`src/rtl/fpu_normalize_round.sv`:
```
// fpu_normalize_round
// Three-stage normalise-and-round unit sitting between the mantissa datapath
// and result packing. Finds the leading one of a wide unnormalised magnitude,
// aligns it, handles gradual underflow, rounds in one of four modes and packs
// an IEEE-style fraction/exponent with {ovf, uf, inexact, zero} flags.
//
// Pipeline: S1 leading-one detect + input capture, S2 alignment and
// guard/sticky formation, S3 rounding, exceptions and output registers.
// All stages advance together on en = !o_valid | o_ready; bubbles are kept.

module fpu_normalize_round #(
    parameter int BW_IN       = 48,
    parameter int BW_FRAC     = 23,
    parameter int BW_EXPN     = 10,
    parameter int SET_BW_EXPN = 8
) (
    input  logic                   clk,
    input  logic                   rst,
    input  logic                   i_valid,
    output logic                   i_ready,
    input  logic [BW_IN-1:0]       i_frac,
    input  logic [BW_EXPN-1:0]     i_expn,
    input  logic                   i_sign,
    input  logic [1:0]             i_rnd,
    output logic                   o_valid,
    input  logic                   o_ready,
    output logic [BW_FRAC-1:0]     o_frac,
    output logic [SET_BW_EXPN-1:0] o_expn,
    output logic                   o_sign,
    output logic [3:0]             o_flags
);

    // Internal exponent width: two guard bits so e = expn - lzc never wraps.
    localparam int EW        = BW_EXPN + 2;
    localparam int LZW       = $clog2(BW_IN + 1);
    localparam int MAX_EXPN  = 2**SET_BW_EXPN - 1;
    // Right shifts beyond SAT_SH push the hidden bit past the guard position,
    // so everything collapses into sticky.
    localparam int SAT_SH    = BW_FRAC + 2;
    localparam int PADW      = BW_FRAC + 3;
    localparam int SHW       = $clog2(PADW);
    localparam int XW        = BW_IN + PADW;
    localparam int SIGW      = BW_FRAC + 1;
    localparam int LOWW      = XW - SIGW - 1;

    localparam logic signed [EW-1:0] E_ZERO = '0;
    localparam logic signed [EW-1:0] E_ONE  = EW'(1);
    localparam logic signed [EW-1:0] E_SAT  = EW'(SAT_SH);
    localparam logic signed [EW-1:0] E_MAX  = EW'(MAX_EXPN);

    typedef enum logic [1:0] {
        RND_RNE = 2'd0,
        RND_RTZ = 2'd1,
        RND_RUP = 2'd2,
        RND_RDN = 2'd3
    } rnd_t;

    logic w_en;

    // Stage 1 registers
    logic                       r1_valid;
    logic [BW_IN-1:0]           r1_frac;
    logic signed [BW_EXPN-1:0]  r1_expn;
    logic                       r1_sign;
    rnd_t                       r1_rnd;
    logic [LZW-1:0]             r1_lzc;
    logic                       r1_zero;

    // Stage 2 registers
    logic                       r2_valid;
    logic [SIGW-1:0]            r2_sig;
    logic                       r2_guard;
    logic                       r2_sticky;
    logic signed [EW-1:0]       r2_exp;
    logic                       r2_sign;
    rnd_t                       r2_rnd;
    logic                       r2_zero;

    // Stage 1 combinational
    logic [LZW-1:0]             w_lzc;
    logic                       w_in_zero;

    // Stage 2 combinational
    logic [BW_IN-1:0]           w_norm;
    logic signed [EW-1:0]       w_e;
    logic signed [EW-1:0]       w_sh_full;
    logic [SHW-1:0]             w_sh;
    logic                       w_sat;
    logic [XW-1:0]              w_ext;
    logic [SIGW-1:0]            w_sig;
    logic                       w_guard;
    logic                       w_sticky;
    logic signed [EW-1:0]       w_exp_pre;

    // Stage 3 combinational
    logic                       w_inc;
    logic [SIGW:0]              w_sum;
    logic signed [EW-1:0]       w_exp_fin;
    logic                       w_inexact;
    logic                       w_uf;
    logic                       w_ovf;
    logic                       w_to_inf;
    logic [BW_FRAC-1:0]         w_o_frac;
    logic [SET_BW_EXPN-1:0]     w_o_expn;
    logic [3:0]                 w_o_flags;

    assign w_en    = !o_valid || o_ready;
    assign i_ready = w_en;

    // Leading-one detect: highest set bit wins, reported as a left-shift count.
    always_comb begin
        w_lzc = '0;
        for (int i = 0; i < BW_IN; i++) begin
            if (i_frac[i]) begin
                w_lzc = LZW'(BW_IN - 1 - i);
            end
        end
        w_in_zero = (i_frac == '0);
    end

    // Stage 1 register: capture inputs together with the shift count.
    always_ff @(posedge clk) begin
        if (rst) begin
            r1_valid <= 1'b0;
            r1_frac  <= '0;
            r1_expn  <= '0;
            r1_sign  <= 1'b0;
            r1_rnd   <= RND_RNE;
            r1_lzc   <= '0;
            r1_zero  <= 1'b0;
        end else if (w_en) begin
            r1_valid <= i_valid;
            r1_frac  <= i_frac;
            r1_expn  <= i_expn;
            r1_sign  <= i_sign;
            r1_rnd   <= rnd_t'(i_rnd);
            r1_lzc   <= w_lzc;
            r1_zero  <= w_in_zero;
        end
    end

    // Align the leading one to the top, then denormalise if e <= 0 and
    // split into significand, guard and sticky.
    always_comb begin
        w_norm    = r1_frac << r1_lzc;
        w_e       = EW'(r1_expn) - $signed(EW'(r1_lzc));
        w_sh_full = E_ONE - w_e;
        w_sh      = '0;
        w_sat     = 1'b0;
        if (w_e < E_ONE) begin
            if (w_sh_full > E_SAT) begin
                w_sat = 1'b1;
            end else begin
                w_sh = w_sh_full[SHW-1:0];
            end
        end
        w_ext = {w_norm, {PADW{1'b0}}} >> w_sh;
        if (w_sat) begin
            w_sig    = '0;
            w_guard  = 1'b0;
            w_sticky = |w_norm;
        end else begin
            w_sig    = w_ext[XW-1 -: SIGW];
            w_guard  = w_ext[LOWW];
            w_sticky = |w_ext[LOWW-1:0];
        end
        w_exp_pre = (w_e < E_ONE) ? E_ZERO : w_e;
    end

    // Stage 2 register: aligned significand and pre-round exponent.
    always_ff @(posedge clk) begin
        if (rst) begin
            r2_valid  <= 1'b0;
            r2_sig    <= '0;
            r2_guard  <= 1'b0;
            r2_sticky <= 1'b0;
            r2_exp    <= '0;
            r2_sign   <= 1'b0;
            r2_rnd    <= RND_RNE;
            r2_zero   <= 1'b0;
        end else if (w_en) begin
            r2_valid  <= r1_valid;
            r2_sig    <= w_sig;
            r2_guard  <= w_guard;
            r2_sticky <= w_sticky;
            r2_exp    <= w_exp_pre;
            r2_sign   <= r1_sign;
            r2_rnd    <= r1_rnd;
            r2_zero   <= r1_zero;
        end
    end

    // Round, propagate carries into the exponent and resolve exceptions.
    always_comb begin
        w_inc = 1'b0;
        case (r2_rnd)
            RND_RNE: w_inc = r2_guard && (r2_sticky || r2_sig[0]);
            RND_RTZ: w_inc = 1'b0;
            RND_RUP: w_inc = !r2_sign && (r2_guard || r2_sticky);
            RND_RDN: w_inc = r2_sign && (r2_guard || r2_sticky);
            default: w_inc = 1'b0;
        endcase

        w_sum = {1'b0, r2_sig} + (SIGW+1)'(w_inc);

        // A subnormal has no hidden bit, so reaching bit BW_FRAC means it
        // rounded up into the smallest normal. A normal carries out of the top.
        if (r2_exp == E_ZERO) begin
            w_exp_fin = w_sum[BW_FRAC] ? E_ONE : E_ZERO;
        end else begin
            w_exp_fin = r2_exp + (w_sum[SIGW] ? E_ONE : E_ZERO);
        end

        w_inexact = r2_guard || r2_sticky;
        w_uf      = w_inexact && (r2_exp == E_ZERO);
        w_ovf     = (w_exp_fin >= E_MAX);
        w_to_inf  = (r2_rnd == RND_RNE)
                 || ((r2_rnd == RND_RUP) && !r2_sign)
                 || ((r2_rnd == RND_RDN) && r2_sign);

        // On carry-out the low bits of w_sum are already zero.
        w_o_frac  = w_sum[BW_FRAC-1:0];
        w_o_expn  = w_exp_fin[SET_BW_EXPN-1:0];
        w_o_flags = {1'b0, w_uf, w_inexact, 1'b0};

        if (r2_zero) begin
            w_o_frac  = '0;
            w_o_expn  = '0;
            w_o_flags = 4'b0001;
        end else if (w_ovf) begin
            if (w_to_inf) begin
                w_o_frac = '0;
                w_o_expn = SET_BW_EXPN'(MAX_EXPN);
            end else begin
                w_o_frac = '1;
                w_o_expn = SET_BW_EXPN'(MAX_EXPN - 1);
            end
            w_o_flags = 4'b1010;
        end else if ((w_exp_fin == E_ZERO) && (w_sum[BW_FRAC-1:0] == '0)) begin
            w_o_flags[0] = 1'b1;
        end
    end

    // Stage 3 register: packed outputs, held while downstream stalls.
    always_ff @(posedge clk) begin
        if (rst) begin
            o_valid <= 1'b0;
            o_frac  <= '0;
            o_expn  <= '0;
            o_sign  <= 1'b0;
            o_flags <= '0;
        end else if (w_en) begin
            o_valid <= r2_valid;
            o_frac  <= w_o_frac;
            o_expn  <= w_o_expn;
            o_sign  <= r2_sign;
            o_flags <= w_o_flags;
        end
    end

endmodule

```
`config.mk`:
```
export PLATFORM = sky130hd
export DESIGN_NAME = fpu_normalize_round
export DESIGN_NICKNAME = d
export VERILOG_FILES = /design/src/rtl/fpu_normalize_round.sv
export SDC_FILE = /design/constraint.sdc
export NUM_CORES = 1
export LEC_CHECK = 0
export ABC_CLOCK_PERIOD_IN_PS = 9200
export BUFFER_PORTS_ARGS = -buffer_cell sky130_fd_sc_hd__buf_2
export CORE_UTILIZATION = 50
export CTS_CLUSTER_SIZE = 16
export DETAILED_ROUTE_END_ITERATION = 6
export PLACE_DENSITY = 0.77
export SYNTH_ARGS = -nofsm -noshare
export SYNTH_HDL_FRONTEND = slang
export SYNTH_SLANG_ARGS = --single-unit
```
`constraint.sdc`:
```
create_clock -name clk -period 9.2 [get_ports clk]
set_clock_uncertainty 0.05 [all_clocks]
set_input_delay 0.92 -clock clk [delete_from_list [all_inputs] [get_ports clk]]
set_output_delay 0.92 -clock clk [all_outputs]
set_load 0.005 [all_outputs]
```
**Word level (Yosys, flattened, before mapping)**

Cells that the tools add are included.

- Logic and storage cells: 123
- Register bits after elaboration: 149

- Shift operators: 2
- Equal/unequal tests: 3
- Reduce and logical (&&, ||, !) cells: 21
- Add/sub/neg operators: 4
- Muxes and demuxes: 70
- Magnitude comparators: 3

Operators with widths:

| operator | count |
|---|---|
| $mux 6 | 48 |
| $shr 74x5->74 | 1 |
| $mux 23 | 3 |
| $reduce_or 49->1 | 1 |
| $logic_not 48->1 | 1 |
| $reduce_or 48->1 | 1 |
| $shl 48x6->48 | 1 |
| $add 24x1->25 | 1 |
| $logic_not 12->1 | 2 |
| $mux 12 | 2 |
| $mux 24 | 1 |
| $logic_not 23->1 | 1 |
| $mux 8 | 2 |
| $add 12x2->12 | 1 |
| $ge 12x9->1 const B | 1 |
| $gt 12x6->1 const B | 1 |
| $sub 2x11->12 const A | 1 |
| $lt 11x2->1 const B | 1 |
| $sub 10x7->11 | 1 |
| $mux 5 | 2 |
| $mux 1 | 9 |
| $logic_and 1x1->1 | 7 |
| $logic_or 1x1->1 | 5 |
| $eq 2x2->1 const B | 2 |
| 6 further kinds | 7 |

**Depth between registers and ports, before layout**

Gate-level depths: netlist of the first run.

- Depth in word-level cells: 48
- Gate-level depth with buffers: 27
- Gate-level depth less buffers: 27

**Least setup slack after synthesis of the first run**

No wires, ideal clock.

- Kind: flip-flop to flip-flop
- Start: register r1_lzc[1]
- End: register r2_sticky
- Cell stages (with the launch flop): 21
- Data arrival time: 5.139 ns
- Buffers on the path: 4
- Required time: 9.025 ns
- Slack: 3.886 ns
- Setup time: 0.125 ns
- Cell sequence: dfxtp_1 > buf_2 > buf_2 > buf_2 > inv_2 > fa_1 > inv_1 > ha_1 > nor3b_1 > a32oi_1 > or4b_1 > buf_4 > nand3_4 > mux2_1 > o22ai_1 > nor2_1 > o32ai_1 > o2111ai_1 > or4_1 > nor4_1 > o21ai_1

- Cells in the longest elaborated chain, start to end: 8

Ends and longest elaborated chain:

| item | RTL line | source |
|---|---|---|
| from (decl) | 66 | `logic [LZW-1:0] r1_lzc;` |
| from (signal assigned) | 137 | `r1_lzc <= w_lzc;` |
| $sub 10x7->11 | 146 | `w_e = EW'(r1_expn) - $signed(EW'(r1_lzc));` |
| $sub 2x11->12 | 147 | `w_sh_full = E_ONE - w_e;` |
| $gt 12x6->1 | 151 | `if (w_sh_full > E_SAT) begin` |
| $mux 5 | 151 |  |
| $mux 5 | 150 | `if (w_e < E_ONE) begin` |
| $shr 74x5->74 | 157 | `w_ext = {w_norm, {PADW{1'b0}}} >> w_sh;` |
| $reduce_or 49->1 | 165 | `w_sticky = \|w_ext[LOWW-1:0];` |
| $mux 1 * | 158 | `if (w_sat) begin` |
| to (signal assigned) | 185 | `r2_sticky <= w_sticky;` |
| to (decl) | 73 | `logic r2_sticky;` |

Mark *: on every way between the ends. The rest lies on a longest branch, timed or not.
A chain may end at the register's enable or synchronous reset.

**Worst setup path after layout of the first run**

Same ends and word-level chain as after synthesis.

==> results of run 1 <==
[stage by stage]
| step | utilization [%] | instance area (um^2) | worst slack (ns) |
|---|---|---|---|
| after floorplan | - | 13100 | 3.89 |
| after global placement | 53.5 | 13600 | 2.72 |
| after detailed placement | 53.5 | 13600 | 2.72 |
| after CTS | 55.8 | 14200 | 2.67 |
| after global routing | 55.8 | 14200 | 2.04 |
| final | 55.8 | 14200 | 2.42 |
[Yosys cell counts (all sizes together) (4+ instances only)]
cell and count:
a211oi 36, a21o 7, a21oi 189, a221oi 10, a22oi 27, a2bb2oi 5, a31oi 12, a32oi 10
and2 13, and3 13, buf 67, clkbuf 67, dfxtp 148, ha 12, inv 31, mux2 29
mux2i 68, mux4 52, nand2 331, nand2b 11, nand3 58, nand4 15, nor2 166, nor2b 7
nor3 41, nor4 25, nor4b 5, o211ai 20, o21a 4, o21ai 78, o21bai 5, o221a 4
o221ai 8, o22a 7, o22ai 21, o31ai 14, or2 5, or3 11, or4 13, xnor2 22
xor2 13
[power breakdown]
part / total (uW) / internal [uW] / switching (uW)
clock: 717 / 368 / 349
combinational: 897 / 328 / 569
sequential: 775 / 706 / 68.5
[worst paths after layout]
check                           startpoint  slack (ns)         end  cells after the start
worst min-delay path            o_frac[11]        0.40  o_frac[11]                      2
worst min register to register  o_frac[11]        0.40  o_frac[11]                      2
worst max-delay path             r1_lzc[1]        2.42   r2_sticky                     16
worst max register to register   r1_lzc[1]        2.42   r2_sticky                     16
[flip-flops by register name (all words and copies together), names as in the netlist]
| name | count |
|---|---|
| r1_rnd | 2 |
| r1_expn | 10 |
| r2_sign | 1 |
| r1_lzc | 6 |
| r2_zero | 1 |
| r1_zero | 1 |
| o_flags | 4 |
| o_valid | 1 |
| r2_guard | 1 |
| r2_sticky | 1 |
| r1_sign | 1 |
| o_expn | 8 |
| r1_valid | 1 |
| r2_rnd | 2 |
| r2_sig | 24 |
| r1_frac | 48 |
| o_sign | 1 |
| r2_valid | 1 |
| r2_exp | 11 |
| o_frac | 23 |
[final cells by class]
cell class              count  area, um^2  share of cell area (%)
flip-flops and latches    148        2970                    21.0
clock inverters            15         175                    1.24
clock buffers              17         425                    3.00
multi-input cells        1431        9400                    66.3
well taps                 330         413                    2.91
inverters                  33         124                   0.874
repair buffers            123         671                    4.73
[kinds of logic (layout without fill, tap and decap cells)]
kind of cell	after synthesis	count (layout)	share of synthesized area (%)
AOI/OAI and AO/OA	506	506	25.8
xor gates and xnor gates	35	35	2.40
adders and majority gates	13	13	1.30
buffers and inverters	167	188	5.65
DFF	148	148	22.6
muxes	149	149	16.7
and+or+nand+nor	728	728	25.5
[metal layers]
| layer | part of all wire [%] | GRT usage, % | vias up |
|---|---|---|---|
| met5 | 0 | 0 | - |
| met4 | 4.4 | 16.7 | 0 |
| met3 | 8.8 | 7.02 | 152 |
| met2 | 46 | 56.9 | 745 |
| met1 | 41 | 45.0 | 6685 |
| li1 | - | - | 6488 |
[worst register-to-register path, cell delays in order, from the launching register on]
cell,delay (ns)
dfxtp_4,0.52
inv_2,0.19
fa_1,0.97
inv_1,0.31
ha_1,0.37
nor3b_1,0.19
a32oi_1,0.42
nor4b_2,0.17
nor3_4,0.77
o22ai_1,0.67
a32oi_1,0.35
nand2_1,0.11
mux2i_1,0.36
o221ai_1,0.18
or4_1,0.51
nor4_1,0.39
o21ai_1,0.12
==> results.md, run 1 <==
- Crit-path slowest cell: fa_1
- CP Buf/Inv Count: 2
- Slew Limit Fails: 0
- Leakage power: 0.00544 uW
- Fin crit period: 6.78 ns
- Share of synthesized registers carrying an async set or reset: 0%
- DRC: 0
- Crit share post-route: 73.7%
- Most common cell after layout, fill and taps aside: nand2_1
- Hold bufs inserted after CTS: 0
- Most common cell on crit path: a32oi_1
- Required time worst endpoint: 9.45 ns
- Final nets: 1832
- Worst path max stage delay: 0.96 ns
- Clk Latency, worst-skew pair: 0.44 ns
- Clk root buf: clkbuf_16
- Avg Vias per Cell: 6.71
- WP data arrival: 7.04 ns
- Post-Synthesis Cells: 1746
- Setup violations, final: 0
- Worst slew pin tran: 1.29 ns
- Die width: 164 um
- Initial antenna violation count: 0
- Worst vdd ir: 0.000115 V
- Initial Utilization: 51.5%
- Final hold violation count: 0
- Row count: 58
- Seq/Total Area, Yosys: 22.6%
- Synth warn: 0
- Top cell type's share of synthesized area: 22.6%
- Clock slew seen by the registers of the worst setup and hold paths: 0.08 ns
- Synth area leaders: dfxtp_1 23%, nand2_1 9.4%, mux4_2 8.9%
- Fmax: 147 MHz
- Ant. Diodes: 0
- PwrDens: 169 nW/um^2
- Area grow syn2layout: 8.34%
- Routed vias: 14100
- First-pass GRT wire length: 73.7 mm
- Share of cells above drive strength 1: 16.3%
- Setup TNS: 0 ns
- WL final: 47.0 mm
- RSZ-0062 raised after global routing: no
- WHS: 0.400 ns
- Post-CTS Resized: 0
- Count of cell types in the netlist: 109
- CTS sink count: 148
- Largest net degree at the start of global routing: 103
- Worst slew margin: 13.6%
- Antenna viol nets, final: 0
- TritonCTS clock tree: yes
- DP HPWL: 34.4 mm
- Syn_area_per_cell: 7.50 um^2
- Setup Fix Bufs, Post-CTS: 0
- PnR Total Power: 2390 uW
- CP Launch Type: flop
- Crit. End Element: flop
- Worst-path maximum fanout: 26
- Critical path's top delay family: simple AND/OR/NAND/NOR gates
- Die area: 26800 um^2
- Leading area contributor after synthesis: dfxtp_1
- Worst Hold Class: reg -> reg
- GRT Overall Usage: 35.2%
- Non-filler cells, final: 2097
- Synthesized flop and latch total: 148
- Maxcap violations: 0
- Synth Cell Area: 13100 um^2
- Clock Tree Buf Depth: 2
- CTS Buf Count: 17
- Post-synth EDFFs: 0
- Placed cells: 2065
- Drt pass-1 iters: 6
- Synth Flop Type: dfxtp_1
- WS Path Type: reg -> reg
- Avg WL per Cell: 22.4 um
- Core Region: 25400 um^2
- Fill cells: 2430
- Ports: 103
- H-tree Lvls: 4
- CP Cell Sequence: inv_2, fa_1, inv_1, ha_1, nor3b_1, a32oi_1, nor4b_2, nor3_4, o22ai_1, a32oi_1, nand2_1, mux2i_1, o221ai_1, or4_1, nor4_1, o21ai_1
- Commonest cells after routing, fill and taps aside: 329 x nand2_1, 185 x a21oi_1, 164 x nor2_1, 144 x dfxtp_1, 101 x buf_2
- Vias in the first global route: 13200
- Routability cong.: 1.03
- IO buf count: 102
- DR iter-0 viols: 1640
- Die Height: 164 um
- Total gr overflow: 0
- Syn nets: 1824
- Outcome: finished clean
Power figures use the tool's default switching activity.
==> run 2, diff against run 1 <==
--- a/config.mk
+++ b/config.mk
@@ -5,12 +5,13 @@
 export SDC_FILE = /design/constraint.sdc
 export NUM_CORES = 1
 export LEC_CHECK = 0
-export ABC_CLOCK_PERIOD_IN_PS = 9200
+export ABC_AREA = 1
+export ABC_CLOCK_PERIOD_IN_PS = 6050
 export BUFFER_PORTS_ARGS = -buffer_cell sky130_fd_sc_hd__buf_2
 export CORE_UTILIZATION = 50
 export CTS_CLUSTER_SIZE = 16
 export DETAILED_ROUTE_END_ITERATION = 6
-export PLACE_DENSITY = 0.77
+export PLACE_DENSITY = 0.8
 export SYNTH_ARGS = -nofsm -noshare
 export SYNTH_HDL_FRONTEND = slang
 export SYNTH_SLANG_ARGS = --single-unit
==> constraint.sdc (replaced) <==
create_clock -name clk -period 6.05 [get_ports clk]
set_clock_uncertainty 0.05 [all_clocks]
set_input_delay 0.605 -clock clk [delete_from_list [all_inputs] [get_ports clk]]
set_output_delay 0.605 -clock clk [all_outputs]
set_load 0.005 [all_outputs]
==> results.md, run 2 <==
- Placed Instance Area: 12700 um^2 (was 13600 um^2)
- Multiplexer share of the synthesized area: 6.21% (was 16.7%)
- Hold bufs inserted after CTS: 0 (unchanged)
- Post-route cell area: 13400 um^2 (was 14200 um^2)
- Clk root buf: clkbuf_16 (unchanged)
- Final Core Density: 56.9% (was 55.8%)
- PnR Total Power: 3520 uW (was 2390 uW)
- CTS Buf Count: 17 (unchanged)
- Die area: 24800 um^2 (was 26800 um^2)
- H-tree Lvls: 4 (unchanged)
- Vias in the first global route: 11900 (was 13200)
- Top flop regs: r1_frac x48, r2_sig x24, o_frac x23 (unchanged)
- Fin crit period: 5.73 ns (was 6.78 ns)
- Sequential share of power: 33.3% (was 32.4%)
- Synthesized flop and latch total: 148 (unchanged)
- Post-synth top cells: 615 x nand2_1, 239 x o21ai_0, 213 x inv_1 (was 329 x nand2_1, 185 x a21oi_1, 164 x nor2_1)
- Antenna viol nets, final: 0 (unchanged)
- Setup TNS: 0 ns (unchanged)
- Clock Tree Buf Depth: 2 (unchanged)
- Post-synth EDFFs: 0 (unchanged)
- Syn_area_per_cell: 5.84 um^2 (was 7.50 um^2)
- Slew Limit Fails: 0 (unchanged)
- CTS sink count: 148 (unchanged)
- Setup violations, final: 0 (unchanged)
- Synth Flop Type: dfxtp_1 (unchanged)
- Synth Cell Area: 12100 um^2 (was 13100 um^2)
- Top cell type's share of synthesized area: 24.5% (was 22.6%)
- Worst Hold Class: in -> reg (was reg -> reg)
- Number of flip-flops in the largest register: 48 (unchanged)
- Clk Latency, worst-skew pair: 0.44 ns (about the same)
- Share of cells above drive strength 1: 10.6% (was 16.3%)
- DP HPWL: 25.5 mm (was 34.4 mm)
- First-pass GRT wire length: 56.7 mm (was 73.7 mm)
- Most common cell after layout, fill and taps aside: nand2_1 (unchanged)
- Crit share post-route: 94.6% (was 73.7%)
- Post-Synthesis Cells: 2069 (was 1746)
- Final nets: 2182 (was 1832)
- Clock network power share: 28.9% (was 30.0%)
- Leakage power: 0.00648 uW (was 0.00544 uW)
- Core Region: 23600 um^2 (was 25400 um^2)
- GRT Overall Usage: 28.1% (was 35.2%)
- Crit. End Element: flop (unchanged)
- Initial antenna violation count: 0 (unchanged)
- Synth area leaders: dfxtp_1 25%, nand2_1 19%, o21ai_0 9.9% (was dfxtp_1 23%, nand2_1 9.4%, mux4_2 8.9%)
- Row count: 56 (was 58)
- Synth Area in Simple Gates: 31.9% (was 25.5%)
- Synth Area in Adders: 1.41% (was 1.30%)
- WS Path Type: reg -> reg (unchanged)
- DP Worst Slack: 0.0704 ns (was 2.72 ns)
- P_sw: 1430 uW (was 986 uW)
- WL final: 34.7 mm (was 47.0 mm)
- Avg Vias per Cell: 5.51 (was 6.71)
- Routed vias: 13400 (was 14100)
- Largest net degree at the start of global routing: 190 (was 103)
- Commonest cells after routing, fill and taps aside: 614 x nand2_1, 236 x o21ai_0, 210 x inv_1, 181 x nor2_1, 145 x dfxtp_1 (was 329 x nand2_1, 185 x a21oi_1, 164 x nor2_1, 144 x dfxtp_1, 101 x buf_2)
- Leading area contributor after synthesis: dfxtp_1 (unchanged)
- TritonCTS clock tree: yes (unchanged)
- Syn nets: 2147 (was 1824)
- Share of synthesized registers carrying an async set or reset: 0% (unchanged)
- Worst-path maximum fanout: 6 (was 26)
- Area grow syn2layout: 11.2% (was 8.34%)
- Initial Utilization: 51.2% (was 51.5%)
- Outcome: finished clean (unchanged)
- Die width: 157 um (was 164 um)
- Most common cell on crit path: nor2_1 (was a32oi_1)
- Synth warn: 0 (unchanged)
- Worst vdd ir: 0.000157 V (was 0.000115 V)
- Routability cong.: 1.02 (was 1.03)
- DR iter-0 viols: 1001 (was 1640)
- Worst path max stage delay: 0.35 ns (was 0.96 ns)
- Worst slew margin: 44.8% (was 13.6%)
- Die Height: 157 um (was 164 um)
- Avg WL per Cell: 14.3 um (was 22.4 um)
- Total gr overflow: 0 (unchanged)
- Drt pass-1 iters: 6 (unchanged)
- Complex-gate fraction of the synthesized area: 22.5% (was 25.8%)
- Required time worst endpoint: 6.36 ns (was 9.45 ns)
- Net Sw Frac: 40.7% (was 41.3%)
- Ports: 103 (unchanged)
- Fmax: 175 MHz (was 147 MHz)
- WP data arrival: 6.03 ns (was 7.04 ns)
- CP Launch Type: flop (unchanged)
- Main combinational cell family by area after synthesis: simple AND/OR/NAND/NOR gates (was compound AO/OA/AOI/OAI gates)
- Ant. Diodes: 0 (unchanged)
- Post-synthesis xor/xnor area fraction: 2.08% (was 2.40%)
- IO buf count: 102 (unchanged)
- Count of cell types in the netlist: 57 (was 109)
- PwrDens: 262 nW/um^2 (was 169 nW/um^2)
- Biggest register: r1_frac (unchanged)
- Final hold violation count: 0 (unchanged)
- Count leader, synth: nand2_1 (unchanged)
- Worst slew pin tran: 0.826 ns (was 1.29 ns)
- Comb power frac: 37.8% (was 37.6%)
- Crit-path slowest cell: dfxtp_4 (was fa_1)
- Seq/Total Area, Yosys: 24.5% (was 22.6%)
- Worst setup margin: 0.324 ns (was 2.42 ns)
- DRC: 0 (unchanged)
- Maxcap violations: 0 (unchanged)
- Clock slew seen by the registers of the worst setup and hold paths: 0.08 ns (about the same)
- Internal power: 2090 uW (was 1400 uW)
==> run 2: cell types whose count changed after synthesis, sizes merged, moves of 19 or more <==
| cell | previous run | this run |
|---|---|---|
| nor2 | 166 | 186 |
| buf | 67 | 40 |
| nand2 | 331 | 619 |
| a22oi | 27 | 4 |
| mux2 | 29 | 0 |
| a211oi | 36 | 2 |
| mux4 | 52 | 0 |
| inv | 31 | 221 |
| a21oi | 189 | 137 |
| o22ai | 21 | 2 |
| o21ai | 78 | 320 |
==> run 2: final timing paths <==
kind / from / slack, ns / endpoint / depth (start not counted)
setup reg to reg: r2_rnd[0] / 0.32 / o_frac[14] / 42
hold / removal: i_rnd[1] / 0.38 / r1_rnd[1] / 3
setup / recovery: r2_rnd[0] / 0.32 / o_frac[14] / 42
hold reg to reg: o_frac[12] / 0.41 / o_frac[12] / 2
==> run 2: final cells by class <==
type                    instances  area [um^2]
well taps                     319          399
fillers                      2309        10200
clock buffers                  17          425
flip-flops and latches        148         2970
multi-input cells            1573         7820
repair buffers                139          852
inverters                     225          851
clock inverters                14          121
==> run 2: through the flow <==
step / hold slack [ns] / instances
2_1_floorplan: 0.380 / 2069
3_3_place_gp: 0.392 / 2390
3_5_place_dp: 0.397 / 2390
4_1_cts: 0.374 / 2421
5_1_grt: 0.397 / 2435
6_report: 0.378 / 2435
==> run 2: logic make-up after synthesis <==
group / Yosys count
AOI/OAI and AO/OA: 509
adders and majority gates: 13
muxes: 75
and+or+nand+nor: 949
xor gates and xnor gates: 27
DFF: 148
buffers and inverters: 348
==> run 2: routing by layer <==
metal	up-vias	global-route usage (%)	part of all wire, %
met4	0	14.4	4.3
met2	516	45.9	46
met1	5989	36.4	44
met3	109	3.36	5.4
met5	-	0	0
li1	6807	-	-
==> run 2: power by group through the flow <==
stage | registers [uW] | logic (uW) | clock network [uW]
2_1_floorplan | 1170 | 949 | 0
3_3_place_gp | 1180 | 1250 | 0
3_5_place_dp | 1190 | 1270 | 0
4_1_cts | 1170 | 1270 | 1020
5_1_grt | 1180 | 1510 | 1070
6_report | 1170 | 1330 | 1020
==> run 2: worst max-delay path: cells and delay by family, from the launching register on <==
family | cells | cell delay, ns
AO/OA/AOI/OAI | 6 | 0.56
adder cells (fa/ha/maj) | 4 | 0.87
buffers and inverters | 10 | 0.78
flip-flops | 1 | 0.35
AND/OR/NAND/NOR | 22 | 3.02
==> run 2: repair_timing <==
| item | CTS | global route |
|---|---|---|
| setup buffers | 0 | 11 |
| pin swaps | 0 | 16 |
| gates cloned | 0 | 3 |
| resized for setup | 1 | 29 |
| endpoints found under the setup margin | 7 | 34 |
